===== config.mk =====
export PLATFORM = sky130hd
export DESIGN_NAME = digitube_scanner
export DESIGN_NICKNAME = d
export VERILOG_FILES = /design/src/rtl/digitube_pkg.sv /design/src/rtl/hex_to_seg7.sv /design/src/rtl/digitube_scanner.sv
export SDC_FILE = /design/constraint.sdc
export NUM_CORES = 1
export LEC_CHECK = 0
export ABC_AREA = 0
export ABC_CLOCK_PERIOD_IN_PS = 4000
export CORE_UTILIZATION = 40
export DETAILED_ROUTE_END_ITERATION = 6
export PLACE_DENSITY_LB_ADDON = 0.15
export SLEW_MARGIN = 40
export SYNTH_ARGS = -nofsm -noshare
export SYNTH_HDL_FRONTEND = slang
export SYNTH_SLANG_ARGS = --single-unit

===== constraint.sdc =====
create_clock -name clk -period 4 [get_ports clk]
set_input_delay 0.6 -clock clk [delete_from_list [all_inputs] [get_ports clk]]
set_output_delay 0.6 -clock clk [all_outputs]
set_load 0.01 [all_outputs]

===== src/rtl/digitube_pkg.sv =====
// rtl/digitube_pkg.sv - shared constants, segment table and state encoding for digit-tube scanning
package digitube_pkg;

  localparam logic [11:0] OFF = 12'h0FF;

  localparam int AN_MSB  = 11;
  localparam int AN_LSB  = 8;
  localparam int DP_BIT  = 7;
  localparam int SEG_MSB = 6;
  localparam int SEG_LSB = 0;

  // Active-low segments, bit0 = CA ... bit6 = CG
  localparam logic [6:0] SEG_TABLE [16] = '{
    7'b1000000, 7'b1111001, 7'b0100100, 7'b0110000,
    7'b0011001, 7'b0010010, 7'b0000010, 7'b1111000,
    7'b0000000, 7'b0010000, 7'b0001000, 7'b0000011,
    7'b1000110, 7'b0100001, 7'b0000110, 7'b0001110
  };

  typedef enum logic {
    S_SHOW = 1'b0,
    S_GAP  = 1'b1
  } state_t;

endpackage


===== src/rtl/hex_to_seg7.sv =====
// rtl/hex_to_seg7.sv - combinational hex nibble to active-low 7-segment decoder
module hex_to_seg7
  import digitube_pkg::*;
(
  input  logic [3:0] nibble,
  output logic [6:0] seg
);

  assign seg = SEG_TABLE[nibble];

endmodule


===== src/rtl/digitube_scanner.sv =====
// rtl/digitube_scanner.sv - 4-digit multiplexed 7-segment scanner with per-frame input snapshot
module digitube_scanner
  import digitube_pkg::*;
#(
  parameter int DIV = 50000,
  parameter int GAP = 16
) (
  input  logic        clk,
  input  logic        reset,
  input  logic        en,
  input  logic [15:0] value,
  input  logic [3:0]  dp,
  input  logic [3:0]  blank,
  output logic [11:0] digi_out,
  output logic        frame_done
);

  localparam int MAXC = (DIV > GAP) ? ((DIV > 2) ? DIV : 2) : ((GAP > 2) ? GAP : 2);
  localparam int CW   = $clog2(MAXC);

  state_t          state_q, state_d;
  logic [1:0]      digit_q, digit_d;
  logic [CW-1:0]   count_q, count_d;

  logic [15:0]     value_l;
  logic [3:0]      dp_l, blank_l;

  logic            frame_start, show_last, gap_last;
  logic [15:0]     cur_value;
  logic [3:0]      cur_dp, cur_blank;
  logic [6:0]      seg;
  logic [11:0]     word_d;
  logic            done_d;

  assign frame_start = en && (state_q == S_SHOW) && (digit_q == 2'd0) && (count_q == '0);
  assign show_last   = (count_q == CW'(DIV - 1));
  assign gap_last    = (count_q == CW'(GAP - 1));

  // The first word of a frame is decoded from the inputs being latched on that same edge
  assign cur_value = frame_start ? value : value_l;
  assign cur_dp    = frame_start ? dp    : dp_l;
  assign cur_blank = frame_start ? blank : blank_l;

  hex_to_seg7 u_dec (
    .nibble (cur_value[{digit_q, 2'b00} +: 4]),
    .seg    (seg)
  );

  always_ff @(posedge clk or posedge reset) begin
    if (reset) begin
      state_q <= S_SHOW;
      digit_q <= 2'd0;
      count_q <= '0;
    end else begin
      state_q <= state_d;
      digit_q <= digit_d;
      count_q <= count_d;
    end
  end

  always_comb begin
    state_d = state_q;
    digit_d = digit_q;
    count_d = count_q;
    if (!en) begin
      state_d = S_SHOW;
      digit_d = 2'd0;
      count_d = '0;
    end else begin
      case (state_q)
        S_SHOW: begin
          if (show_last) begin
            count_d = '0;
            if (GAP > 0) state_d = S_GAP;
            else         digit_d = digit_q + 2'd1;
          end else begin
            count_d = count_q + CW'(1);
          end
        end
        default: begin
          if (gap_last) begin
            state_d = S_SHOW;
            digit_d = digit_q + 2'd1;
            count_d = '0;
          end else begin
            count_d = count_q + CW'(1);
          end
        end
      endcase
    end
  end

  always_comb begin
    word_d = OFF;
    if (en && (state_q == S_SHOW) && !cur_blank[digit_q]) begin
      word_d[AN_MSB:AN_LSB]   = 4'b0001 << digit_q;
      word_d[DP_BIT]          = ~cur_dp[digit_q];
      word_d[SEG_MSB:SEG_LSB] = seg;
    end
    done_d = en && (digit_q == 2'd3) &&
             (((state_q == S_GAP) && gap_last) ||
              ((GAP == 0) && (state_q == S_SHOW) && show_last));
  end

  always_ff @(posedge clk or posedge reset) begin
    if (reset) begin
      value_l    <= '0;
      dp_l       <= '0;
      blank_l    <= '0;
      digi_out   <= OFF;
      frame_done <= 1'b0;
    end else begin
      if (frame_start) begin
        value_l <= value;
        dp_l    <= dp;
        blank_l <= blank;
      end
      digi_out   <= word_d;
      frame_done <= done_d;
    end
  end

endmodule

# After elaboration in Yosys (flattened, before gate mapping)
# Memory sizes are Yosys's and may differ from the RTL's.
# Cells that the tools add are included.
# classes
eq_ne,5
shifts,2
reduce_logical,11
bitwise_logic,3
n_mux,21
add_sub_neg,2
n_lt_le_gt_ge,2
# op_table
operator,n
$mux W16,5
$add A16 B1 Y16 const B,1
$eq A16 B16 Y1 const B,1
$eq A16 B4 Y1 const B,1
$logic_not A16 Y1,1
$shiftx A16 B5 Y4,1
$mux W7,2
$mux W12,1
$mux W4,2
$logic_and A1 B1 Y1,7
$mux W1,6
$mux W2,3
$ge A5 B5 Y1 const B,1
$not A4 Y5,1
$bmux W1 S2,2
$ne A2 B1 Y1 const B,2
$shl A1 B2 Y4 const A,1
$lt A2 B3 Y1 const B,1
$add A2 B1 Y2 const B,1
$eq A2 B2 Y1 const B,1
$logic_not A2 Y1,1
$not A1 Y1,2
$reduce_and A2 Y1,1
$logic_not A1 Y1,1
# totals
regBits,56
inputBits,27
n_memories,1
wordCells,55
rom_bits,112
# memory_table
name,words,width,rd,rd_ports_with_merged_regs,write_ports,line,text
(name not given),16,7,1,0,0,hex_to_seg7.sv:9,assign seg = SEG_TABLE[nibble];

# Longest topological paths before layout
# Gate-level depths: netlist of the first run.
# depth
depth_word,11
mapped_depth,14
depth_no_buf,12

# Modules after synthesis
# A second synthesis of the first run with hierarchy kept.
# hier_totals
hier_cells,242
hier_area_um2,2902.8
# modules_own_cells
mod,area_each_um2,cells_per_inst,seq_area_each_um2,n_inst
digitube_scanner,2627.5,210,1411.4,1
hex_to_seg7,275.3,32,0.0,1

# Least setup slack after synthesis of the first run
# No wires, ideal clock.
# synth_path
path_type,register to register
startpoint,register count_q[9]
endpoint,register digi_out[3]
arrival_time_ns,3.256
setup_time_ns,0.096
path_buffers,1
setup_slack_ns,0.648
stages_incl_launch_ff,10
required_time_ns,3.904
cell_sequence,dfrtp_1 -> or4_4 -> nor4_4 -> buf_6 -> mux2_2 -> mux4_2 -> ha_1 -> nor2b_1 -> a2111oi_2 -> a31oi_1
# synth_between
elab_chain_cells,9
word_cells_on_any_way,14
# synth_lines
element,line,text
"start, declared",digitube_scanner.sv:23,"logic [CW-1:0] count_q, count_d;"
"start signal, assigned",digitube_scanner.sv:57,count_q <= count_d;
$logic_not A16 Y1,digitube_scanner.sv:35,assign frame_start = en && (state_q == S_SHOW) && (digit_q == 2'd0) && (count_q == '0);
$logic_and A1 B1 Y1,digitube_scanner.sv:35,
$mux W16,-,
named net cur_value[12],digitube_scanner.sv:29,logic [15:0] cur_value;
$shiftx A16 B5 Y4,digitube_scanner.sv:45,".nibble (cur_value[{digit_q, 2'b00} +: 4]),"
$not A4 Y5 (implied by the code),hex_to_seg7.sv:9,
$mem_v2 Z16 W7,-,
$mux W7 (implied by the code) (2 in series),hex_to_seg7.sv:9,
$mux W12,digitube_scanner.sv:95,if (en && (state_q == S_SHOW) && !cur_blank[digit_q]) begin
named net word_d[3],digitube_scanner.sv:32,logic [11:0] word_d;
"end signal, assigned",digitube_scanner.sv:118,digi_out <= word_d;
"end, declared",digitube_scanner.sv:14,"output logic [11:0] digi_out,"
# The timed path passes the listed nets, and every way through them passes these cells. The select of a mux whose other input is x is not followed.
# A chain may end at the register's enable or synchronous reset.

# Final worst setup path of the first run
# layout_path
startpoint,input port en
endpoint,register digi_out[3]
# layout_between
elab_chain_cells,10
word_cells_on_any_way,15
# layout_lines
element,line,text
"start, declared",digitube_scanner.sv:10,"input logic en,"
$logic_and A1 B1 Y1 (3 in series),digitube_scanner.sv:35,
$mux W16,-,
named net cur_value[12],digitube_scanner.sv:29,
$shiftx A16 B5 Y4,digitube_scanner.sv:45,
$not A4 Y5 (implied by the code),hex_to_seg7.sv:9,
$mem_v2 Z16 W7,-,
$mux W7 (implied by the code) (2 in series),hex_to_seg7.sv:9,
$mux W12,digitube_scanner.sv:95,
named net word_d[3],digitube_scanner.sv:32,
# The timed path passes the listed nets, and every way through them passes these cells. The select of a mux whose other input is x is not followed.

==> metrics.md, run 1 <==
| Metric | Value |
|---|---|
| Status | `finished with violations` |
| Failing checks | `DRC` |
| Worst slew pin tran | `0.618 ns` |
| Seq cells post-synth | `56` |
| Syn Nets | `264` |
| CTS Sinks | `56` |
| Die Width | `84.8 um` |
| CTS H-Tree Depth | `2` |
| Setup Crit Path Kind | `in2reg` |
| Num CTS Buffers | `5` |
| Routed wire per std cell | `14.4 um` |
| Detailed Route Iter0 Violations | `70` |
| DP Worst Slack | `0.242 ns` |
| Detail Route Antenna Nets | `0` |
| # rows | `29` |
| Initial antenna violation count | `0` |
| Primary FF master, synth | `dfrtp_1` |
| Clk pin slew, worst setup/hold paths | `roughly 0.10 ns` |
| Power Density | `405 nW/um^2` |
| Max Freq | `293 MHz` |
| Fin worst setup slack | `0.587 ns` |
| Slew headroom | `58.7%` |
| Antenna Cells | `0` |
| Min-Delay Path Class | `reg2reg` |
| First-pass GRT wire length | `8890 um` |
| CP max-delay cell | `mux4_2` |
| Final number of setup-violating endpoints | `0` |
| Slew Limit Fails | `0` |
| Placer's final routability congestion estimate | `0.743` |
| Synthesis-to-finish area growth | `21.5%` |
| Area leader, netlist | `dfrtp_1` |
| Crit-path most repeated cell | `nor2b_1` |
| Clk buf depth | `2` |
| Tcrit/Tclk final | `between 80% and 90%` |
| Mapped cell area | `2740 sq um` |
| DIE AREA | `7200 sq um` |
| Hold-fix buffers, CTS | `0` |
| Core ar. | `6490 sq um` |
| Vias per cell | `5.02` |
| Count leader, synth | `dfrtp_1` |
| RSZ-0062 raised after global routing | `no` |
| Arr. time, crit path | `around 3.7 ns` |
| Commonest cells in the netlist | `dfrtp_1, mux2_2, nor2_1, nand2_1, inv_1` |
| Starting Density | `42.2%` |
| Critical Path Start Type | `primary input` |
| Detailed Place HPWL | `3620 um` |
| Syn Inst Count | `225` |
| Async S/R FF share, synth | `100%` |
| All-layer global routing usage | `15.9%` |
| Count of cell types in the netlist | `36` |
| Worst skew pair latency | `0.31 ns` |
| Largest net degree at the start of global routing | `30` |
| Synth warn | `0` |
| Fin. Hold Viols | `0` |
| Routed wire length | `5020 um` |
| Dominant cells by area after synthesis | `dfrtp_1, mux2_2, dfstp_2` |
| EDFF count, synth | `0` |
| Clock root cell | `clkbuf_8` |
| Peak supply drop | `220 uV` |
| DR DRC count | `7` |
| Vias in the first global route | `roughly 1900` |
| Register area share after synthesis | `51.4%` |
| Critical path capture point type | `flip-flop` |
| Leakage power | `approximately 1.4 nW` |
| Port buffer count | `39` |
| Final Net Count | `310` |
| Die Span Y | `84.8 um` |
| Post-CTS Setup Inserts | `0` |
| Cell chain of the critical path | `clkdlybuf4s50_1 > nor2b_1 > nand4_1 > nor4_4 > buf_4 > mux2_2 > mux4_2 > ha_1 > nor2b_1 > a2111oi_2 > a31oi_1` |
| Max-Cap Viols | `0` |
| DR pass1 iterations | `7` |
| Via count | `about 1800` |
| Cts repair resizes | `0` |
| GRT overflow | `0` |
| Syn Area/Cell | `12.2 sq um` |
| Min Clock Period, post-route | `~3.4 ns` |
| Post-route setup TNS | `0 ns` |
| Post-synth top area share | `43.8%` |
| CTS tree | `yes` |
| Worst Clk Skew | `0.00975 ns` |
| Critical Path RT | `approximately 4.2 ns` |
| Critical Path Max Stage Delay | `0.55 ns` |
| Max FO, Critical Path | `13` |
| Share of cells above drive strength 1 | `between 20% and 30%` |
| I/O Pins | `40` |
[layout by cell type (no fill, tap or decap), types with 2 or more instances in the layout]
| cell | Yosys | routed |
|---|---|---|
| a21oi_1 | 3 | 3 |
| mux2i_1 | 3 | 3 |
| nand2_1 | 14 | 14 |
| inv_1 | 13 | 12 |
| mux2_2 | 25 | 25 |
| nand3_1 | 8 | 8 |
| nand4_1 | 4 | 4 |
| mux4_2 | 7 | 7 |
| nor2b_1 | 3 | 3 |
| o221ai_1 | 2 | 2 |
| buf_4 | 1 | 8 |
| nor2_1 | 25 | 25 |
| dfstp_2 | 8 | 8 |
| xor2_1 | 6 | 6 |
| clkbuf_8 | 0 | 7 |
| and2_1 | 6 | 6 |
| xnor2_1 | 9 | 9 |
| nor3_1 | 3 | 3 |
| ha_1 | 12 | 12 |
| dfrtp_1 | 48 | 48 |
| and3_1 | 4 | 4 |
| clkdlybuf4s50_1 | 0 | 39 |
[state kept, by name, summed over array words and instances (netlist names)]
| signal | count |
|---|---|
| value_l | 16 |
| blank_l | 4 |
| count_q | 16 |
| digi_out | 12 |
| digit_q | 2 |
| state_q | 1 |
| frame_done | 1 |
| dp_l | 4 |
[final timing paths]
check                            from     endpoint  slack (ns)  cells past startpoint
setup / recovery                   en  digi_out[3]        0.59                     11
hold / removal             count_q[0]   count_q[0]        0.49                      1
setup reg to reg           count_q[9]  digi_out[3]        0.64                      9
hold reg to reg            count_q[0]   count_q[0]        0.49                      1
max in group asynchronous       reset  digi_out[1]        2.48                      3
min in group asynchronous       reset   count_q[7]        0.69                      2
[layout make-up]
cell class / count / area (sq um)
well taps: 77 / 96.3
repair buffers: 47 / 450
fillers: 569 / 3160
multi-input cells: 148 / 1230
clock buffers: 8 / 100
inverters: 13 / 48.8
flip-flops and latches: 56 / 1410
[cells by family (layout without fill, tap and decap cells)]
kind of cell	Yosys count	after routing	share of synthesized area (%)
XOR/XNOR	15	15	4.79
AO/OA/AOI/OAI	13	13	3.74
multiplexers	36	36	17.6
adder cells (fa/ha/maj)	12	12	5.47
flip-flops	56	56	51.4
AND/OR/NAND/NOR	72	72	13.1
buffers and inverters	21	68	3.83
[critical path: cells and delay by family]
family          cells  cell delay [ns]
compound gates      2             0.41
mux                 2             0.91
simple gates        4             0.70
fa+ha+maj           1             0.26
buf+inv             2             0.75
[layer usage]
| metal | GRT usage, % | vias up | wire (um) |
|---|---|---|---|
| met2 | 26.4 | 23 | 2410 |
| met3 | 2.72 | 5 | 142 |
| li1 | - | 862 | - |
| met4 | 5.55 | 0 | 60 |
| met1 | 21.1 | 861 | 2400 |
| met5 | 0 | - | 0 |
[stage by stage]
stage / power (mW) / cells / area (sq um) / hold slack, ns / util, %
final: 1.35 / 349 / 3330 / 0.489 / 51.3
after detailed placement: 1.03 / 341 / 3230 / 0.480 / 49.8
after floorplan: 0.923 / 225 / 2740 / 0.447 / -
after global placement: 1.02 / 341 / 3230 / 0.477 / 49.8
after CTS: 1.37 / 349 / 3330 / 0.499 / 51.3
after global routing: 1.44 / 349 / 3330 / 0.515 / 51.3
[power by group]
part	internal [mW]	total (mW)	switching, mW
sequential	0.655	0.676	0.0217
combinational	0.182	0.336	0.154
clock	0.159	0.338	0.179
total	0.995	1.35	0.355
Power figures use the tool's default switching activity.
==> inputs of run 2 (changes only) <==
--- a/config.mk
+++ b/config.mk
@@ -9,7 +9,6 @@
 export ABC_CLOCK_PERIOD_IN_PS = 4000
 export CORE_UTILIZATION = 40
 export DETAILED_ROUTE_END_ITERATION = 6
-export PLACE_DENSITY_LB_ADDON = 0.15
 export SLEW_MARGIN = 40
 export SYNTH_ARGS = -nofsm -noshare
 export SYNTH_HDL_FRONTEND = slang
==> metrics.md, run 2 (same netlist as run 1, synthesis figures left out) <==
| Metric | Value |
|---|---|
| Reg2reg start | `count_q[9] (unchanged)` |
| R2R Path End | `digi_out[3] (unchanged)` |
| Starting Density | `42.2% (unchanged)` |
| Clk pin slew, worst setup/hold paths | `0.10 ns (about the same)` |
| Final Net Count | `308 (was 310)` |
| Placer's final routability congestion estimate | `0.773 (was 0.743)` |
| DR pass1 iterations | `6 (was 7)` |
| Critical path capture point type | `flip-flop (unchanged)` |
| Min-Delay Path Class | `reg2reg (unchanged)` |
| Critical Path Start Type | `primary input (unchanged)` |
| CTS H-Tree Depth | `2 (unchanged)` |
| Largest net degree at the start of global routing | `41 (was 30)` |
| Num CTS Buffers | `5 (unchanged)` |
| Tcrit/Tclk final | `85.5% (was 85.3%)` |
| Top Registers | `count_q: 16 flops, value_l: 16 flops, digi_out: 12 flops (unchanged)` |
| Routed wire per std cell | `14.4 um (about the same)` |
| Detail Route Antenna Nets | `0 (unchanged)` |
| Initial antenna violation count | `0 (unchanged)` |
| # rows | `29 (unchanged)` |
| All-layer global routing usage | `15.2% (was 15.9%)` |
| Commonest non-fill, non-tap cells in the layout | `dfrtp_1, clkdlybuf4s50_1, nor2_1, mux2_2, nand2_1 (unchanged)` |
| Vias in the first global route | `1684 (was 1857)` |
| Worst setup path end | `digi_out[3] (unchanged)` |
| Leakage power | `1.41 nW (was 1.42 nW)` |
| Arr. time, crit path | `3.65 ns (about the same)` |
| CTS tree | `yes (unchanged)` |
| Commonest non-fill, non-tap cell in the layout | `dfrtp_1 (unchanged)` |
| Power Density | `396 nW/um^2 (was 405 nW/um^2)` |
| Post-CTS Setup Inserts | `0 (unchanged)` |
| First-pass GRT wire length | `8400 um (was 8890 um)` |
| Clk buf depth | `2 (unchanged)` |
| Min Clock Period, post-route | `3.42 ns (was 3.41 ns)` |
| Post-route setup TNS | `0 ns (unchanged)` |
| Vias per cell | `4.97 (was 5.02)` |
| Worst slew pin tran | `0.500 ns (was 0.618 ns)` |
| RSZ-0062 raised after global routing | `no (unchanged)` |
| Slew Limit Fails | `0 (unchanged)` |
| Reg-to-reg slack, setup | `0.60 ns (was 0.64 ns)` |
| CP startpoint | `en (unchanged)` |
| Slew headroom | `66.7% (was 58.7%)` |
| Max FO, Critical Path | `26 (was 13)` |
| Die Width | `84.8 um (unchanged)` |
| Synthesis-to-finish area growth | `20.8% (was 21.5%)` |
| Core ar. | `6490 sq um (unchanged)` |
| Antenna Cells | `0 (unchanged)` |
| CTS Sinks | `56 (unchanged)` |
| I/O Pins | `40 (unchanged)` |
| Max-Cap Viols | `0 (unchanged)` |
| Setup Crit Path Kind | `in2reg (unchanged)` |
| Share of cells above drive strength 1 | `21.9% (was 22.8%)` |
| Final number of setup-violating endpoints | `0 (unchanged)` |
| Detailed Route Iter0 Violations | `58 (was 70)` |
| R2R cell count | `9 (unchanged)` |
| Status | `finished with violations (unchanged)` |
| Peak supply drop | `139 uV (was 220 uV)` |
| Failing checks | `DRC (unchanged)` |
| Non-filler cells, final | `347 (was 349)` |
| Via count | `1726 (was 1751)` |
| Fin. Hold Viols | `0 (unchanged)` |
| Port buffer count | `39 (unchanged)` |
| Placed Cells | `339 (was 341)` |
| Cts repair resizes | `0 (unchanged)` |
| DIE AREA | `7200 sq um (unchanged)` |
| Worst skew pair latency | `0.31 ns (about the same)` |
| Hold-fix buffers, CTS | `0 (unchanged)` |
| Routed wire length | `4980 um (was 5020 um)` |
| Critical Path RT | `4.23 ns (was 4.24 ns)` |
| Max Freq | `292 MHz (was 293 MHz)` |
| Die Span Y | `84.8 um (unchanged)` |
| GRT overflow | `0 (unchanged)` |
| Clock root cell | `clkbuf_8 (unchanged)` |
| Overall Power | `1.31 mW (was 1.35 mW)` |
| DR DRC count | `2 (was 7)` |
| Detailed Place HPWL | `3600 um (was 3620 um)` |
| Worst Clk Skew | `0.00985 ns (was 0.00975 ns)` |
==> run 2: changes by cell type in the layout (fill, tap and decap cells not counted), sizes merged <==
cell	delta
clkbuf	-1
buf	-2
clkinv	+1
==> run 2: worst max-delay path: stages <==
cell and delay (ns):
clkdlybuf4s50_1 0.47, nor2b_1 0.23, nand4_1 0.17, nor4_4 0.21, buf_12 0.23, mux2_2 0.36, mux4_2 0.54, ha_1 0.26
nor2b_1 0.15, a2111oi_2 0.33, a31oi_1 0.08
==> run 2: worst min-delay path by stage <==
stage	from	end	slack (ns)	cells after the start
2_1_floorplan	count_q[0]	count_q[0]	0.45	1
3_3_place_gp	dp_l[1]	dp_l[1]	0.48	1
3_5_place_dp	count_q[0]	count_q[0]	0.48	1
4_1_cts	count_q[0]	count_q[0]	0.49	1
5_1_grt	count_q[0]	count_q[0]	0.51	1
6_report	count_q[0]	count_q[0]	0.49	1
==> run 2: area by class of cell <==
type	instances	area [sq um]
fillers	583	3180
flip-flops and latches	56	1410
multi-input cells	148	1230
repair buffers	45	448
well taps	77	96.3
clock buffers	7	76.3
inverters	13	51.3
clock inverters	1	5.00
==> run 2: where the power goes <==
group / total, mW / internal [mW] / switching (mW)
Combinational: 0.338 / 0.182 / 0.156
Sequential: 0.676 / 0.655 / 0.0215
Clock: 0.300 / 0.124 / 0.177
Total: 1.31 / 0.960 / 0.354
==> run 2: per-layer routing <==
layer  vias to the layer above  global-route usage, %  wire [um]
met1                       841                   20.6       2480
met4                         0                   5.08         62
li1                        851                      -          -
met5                         -                      0          0
met2                        27                   24.4       2290
met3                         7                   3.21        154
==> run 2: stage by stage <==
| step | area, sq um | hold WS [ns] | setup WS, ns | util, % |
|---|---|---|---|---|
| 2_1_floorplan | 2740 | 0.447 | 0.648 | - |
| 3_3_place_gp | 3230 | 0.476 | 0.328 | 49.8 |
| 3_5_place_dp | 3230 | 0.481 | 0.242 | 49.8 |
| 4_1_cts | 3320 | 0.494 | 0.579 | 51.0 |
| 5_1_grt | 3320 | 0.512 | 0.390 | 51.0 |
| 6_report | 3320 | 0.492 | 0.581 | 51.0 |
==> inputs of run 3 (changes only) <==
--- a/config.mk
+++ b/config.mk
@@ -9,6 +9,7 @@
 export ABC_CLOCK_PERIOD_IN_PS = 4000
 export CORE_UTILIZATION = 40
 export DETAILED_ROUTE_END_ITERATION = 6
+export PLACE_DENSITY_LB_ADDON = 0.1
 export SLEW_MARGIN = 40
 export SYNTH_ARGS = -nofsm -noshare
 export SYNTH_HDL_FRONTEND = slang
==> metrics.md, run 3 (same netlist as run 1, synthesis figures left out) <==
| Metric | Value |
|---|---|
| Status | `finished with violations (unchanged)` |
| Failing checks | `DRC (unchanged)` |
| Storage element area | `1410 sq um (unchanged)` |
| Synthesis-to-finish area growth | `21.6% (was 20.8%)` |
| Min Clock Period, post-route | `3.47 ns (was 3.42 ns)` |
| Top Registers | `count_q: 16 flops, value_l: 16 flops, digi_out: 12 flops (unchanged)` |
| I/O Pins | `40 (unchanged)` |
| First-pass GRT wire length | `8760 um (was 8400 um)` |
| R2R cell count | `9 (unchanged)` |
| Initial antenna violation count | `0 (unchanged)` |
| Clock root cell | `clkbuf_8 (unchanged)` |
| Num CTS Buffers | `5 (unchanged)` |
| CTS tree | `yes (unchanged)` |
| Clk pin slew, worst setup/hold paths | `0.09 ns (was 0.10 ns)` |
| Placer's final routability congestion estimate | `0.850 (was 0.773)` |
| GRT overflow | `0 (unchanged)` |
| Peak supply drop | `181 uV (was 139 uV)` |
| Switching part of the total power | `25.9% (was 26.9%)` |
| Antenna Cells | `0 (unchanged)` |
| Power Density | `413 nW/um^2 (was 396 nW/um^2)` |
| RSZ-0062 raised after global routing | `no (unchanged)` |
| Critical Path Start Type | `primary input (unchanged)` |
| All-layer global routing usage | `15.9% (was 15.2%)` |
| Post-route setup TNS | `0 ns (unchanged)` |
| DP Worst Slack | `0.182 ns (was 0.242 ns)` |
| Clock share of power | `26.6% (was 22.9%)` |
| Worst Clk Skew | `0.0146 ns (was 0.00985 ns)` |
| Routed wire per std cell | `14.3 um (was 14.4 um)` |
| Worst slew pin tran | `0.614 ns (was 0.500 ns)` |
| Slew headroom | `59.0% (was 66.7%)` |
| Largest net degree at the start of global routing | `37 (was 41)` |
| Critical path capture point type | `flip-flop (unchanged)` |
| Die Span Y | `84.8 um (unchanged)` |
| Detailed Route Iter0 Violations | `54 (was 58)` |
| Core ar. | `6490 sq um (unchanged)` |
| CTS Sinks | `56 (unchanged)` |
| Multi-input gate area in the final layout | `1230 sq um (unchanged)` |
| Layout filler cell count | `580 (was 583)` |
| Vias in the first global route | `1815 (was 1684)` |
| Max FO, Critical Path | `26 (unchanged)` |
| Sequential power share | `49.1% (was 51.5%)` |
| Final number of setup-violating endpoints | `0 (unchanged)` |
| Fin. Hold Viols | `0 (unchanged)` |
| Hold-fix buffers, CTS | `0 (unchanged)` |
| # rows | `29 (unchanged)` |
| Arr. time, crit path | `3.70 ns (was 3.65 ns)` |
| Commonest non-fill, non-tap cell in the layout | `dfrtp_1 (unchanged)` |
| Min-Delay Path Depth | `1 (unchanged)` |
| Final Net Count | `307 (was 308)` |
| Via count | `1725 (was 1726)` |
| Min-Delay Path Class | `reg2reg (unchanged)` |
| Detailed Place HPWL | `3580 um (was 3600 um)` |
| Fin worst setup slack | `0.529 ns (was 0.581 ns)` |
| Leakage power | `1.41 nW (about the same)` |
| Worst skew pair latency | `0.31 ns (about the same)` |
| Cts repair resizes | `0 (unchanged)` |
| Comb power frac | `24.3% (was 25.7%)` |
| Die Width | `84.8 um (unchanged)` |
| Post-CTS Setup Inserts | `0 (unchanged)` |
| Commonest non-fill, non-tap cells in the layout | `dfrtp_1, clkdlybuf4s50_1, nor2_1, mux2_2, nand2_1 (unchanged)` |
| DR pass1 iterations | `7 (was 6)` |
| Vias per cell | `4.99 (was 4.97)` |
| Clk buf depth | `2 (unchanged)` |
| Share of cells above drive strength 1 | `22.3% (was 21.9%)` |
| Setup Crit Path Kind | `in2reg (unchanged)` |
| CTS H-Tree Depth | `2 (unchanged)` |
| Slew Limit Fails | `0 (unchanged)` |
| Max-Cap Viols | `0 (unchanged)` |
| Detail Route Antenna Nets | `0 (unchanged)` |
| P_int | `1.02 mW (was 0.960 mW)` |
| DR DRC count | `5 (was 2)` |
| Routed wire length | `4930 um (was 4980 um)` |
| DIE AREA | `7200 sq um (unchanged)` |
| Tcrit/Tclk final | `86.8% (was 85.5%)` |
| Max Freq | `288 MHz (was 292 MHz)` |
| Starting Density | `42.2% (unchanged)` |
| Critical Path RT | `4.23 ns (about the same)` |
| Switching pwr | `0.356 mW (was 0.354 mW)` |
| Port buffer count | `39 (unchanged)` |
[run 3: path summary, 6_finish.rpt]
path	start	slack [ns]	end
max in group asynchronous	reset	2.60	digi_out[7]
min in group asynchronous	reset	0.65	value_l[6]
setup reg to reg	count_q[9]	0.62	digi_out[3]
hold / removal	count_q[0]	0.49	count_q[0]
hold reg to reg	count_q[0]	0.49	count_q[0]
setup / recovery	en	0.53	digi_out[3]
[run 3: routing by layer]
layer | track usage (%) | wire (um) | up-vias
met1 | 21.0 | 2290 | 835
met2 | 26.2 | 2440 | 26
met5 | 0 | 0 | -
li1 | - | - | 856
met3 | 2.92 | 131 | 8
met4 | 6.01 | 72 | 0
[run 3: critical path: stages]
cell	delay (ns)
clkdlybuf4s50_1	0.55
nor2b_1	0.23
nand4_1	0.16
nor4_4	0.21
buf_12	0.23
mux2_2	0.36
mux4_2	0.55
ha_1	0.26
nor2b_1	0.15
a2111oi_2	0.32
a31oi_1	0.07
[run 3: area by class of cell]
| type | count | area share [%] |
|---|---|---|
| Clock buffer | 5 | 2.06 |
| Sequential cell | 56 | 42.3 |
| Clock inverter | 3 | 1.27 |
| Inverter | 13 | 1.50 |
| Multi-Input combinational cell | 148 | 36.8 |
| Timing Repair Buffer | 44 | 13.2 |
| Tap cell | 77 | 2.89 |
[run 3: power by group through the flow]
stage               logic [mW]  clock network (mW)  registers (mW)
floorplan                0.229                   0           0.694
global placement         0.336                   0           0.687
detailed placement       0.338                   0           0.689
CTS                      0.340               0.383           0.677
global route             0.372               0.409           0.685
finish                   0.335               0.366           0.676
[run 3: through the flow]
step	hold slack, ns	utilization (%)	instances	power [mW]	area (sq um)
after floorplan	0.447	-	225	0.923	2740
after global placement	0.477	49.6	338	1.02	3220
after detailed placement	0.478	49.6	338	1.03	3220
after CTS	0.491	51.4	346	1.40	3340
after global routing	0.524	51.4	346	1.47	3340
final	0.492	51.4	346	1.38	3340
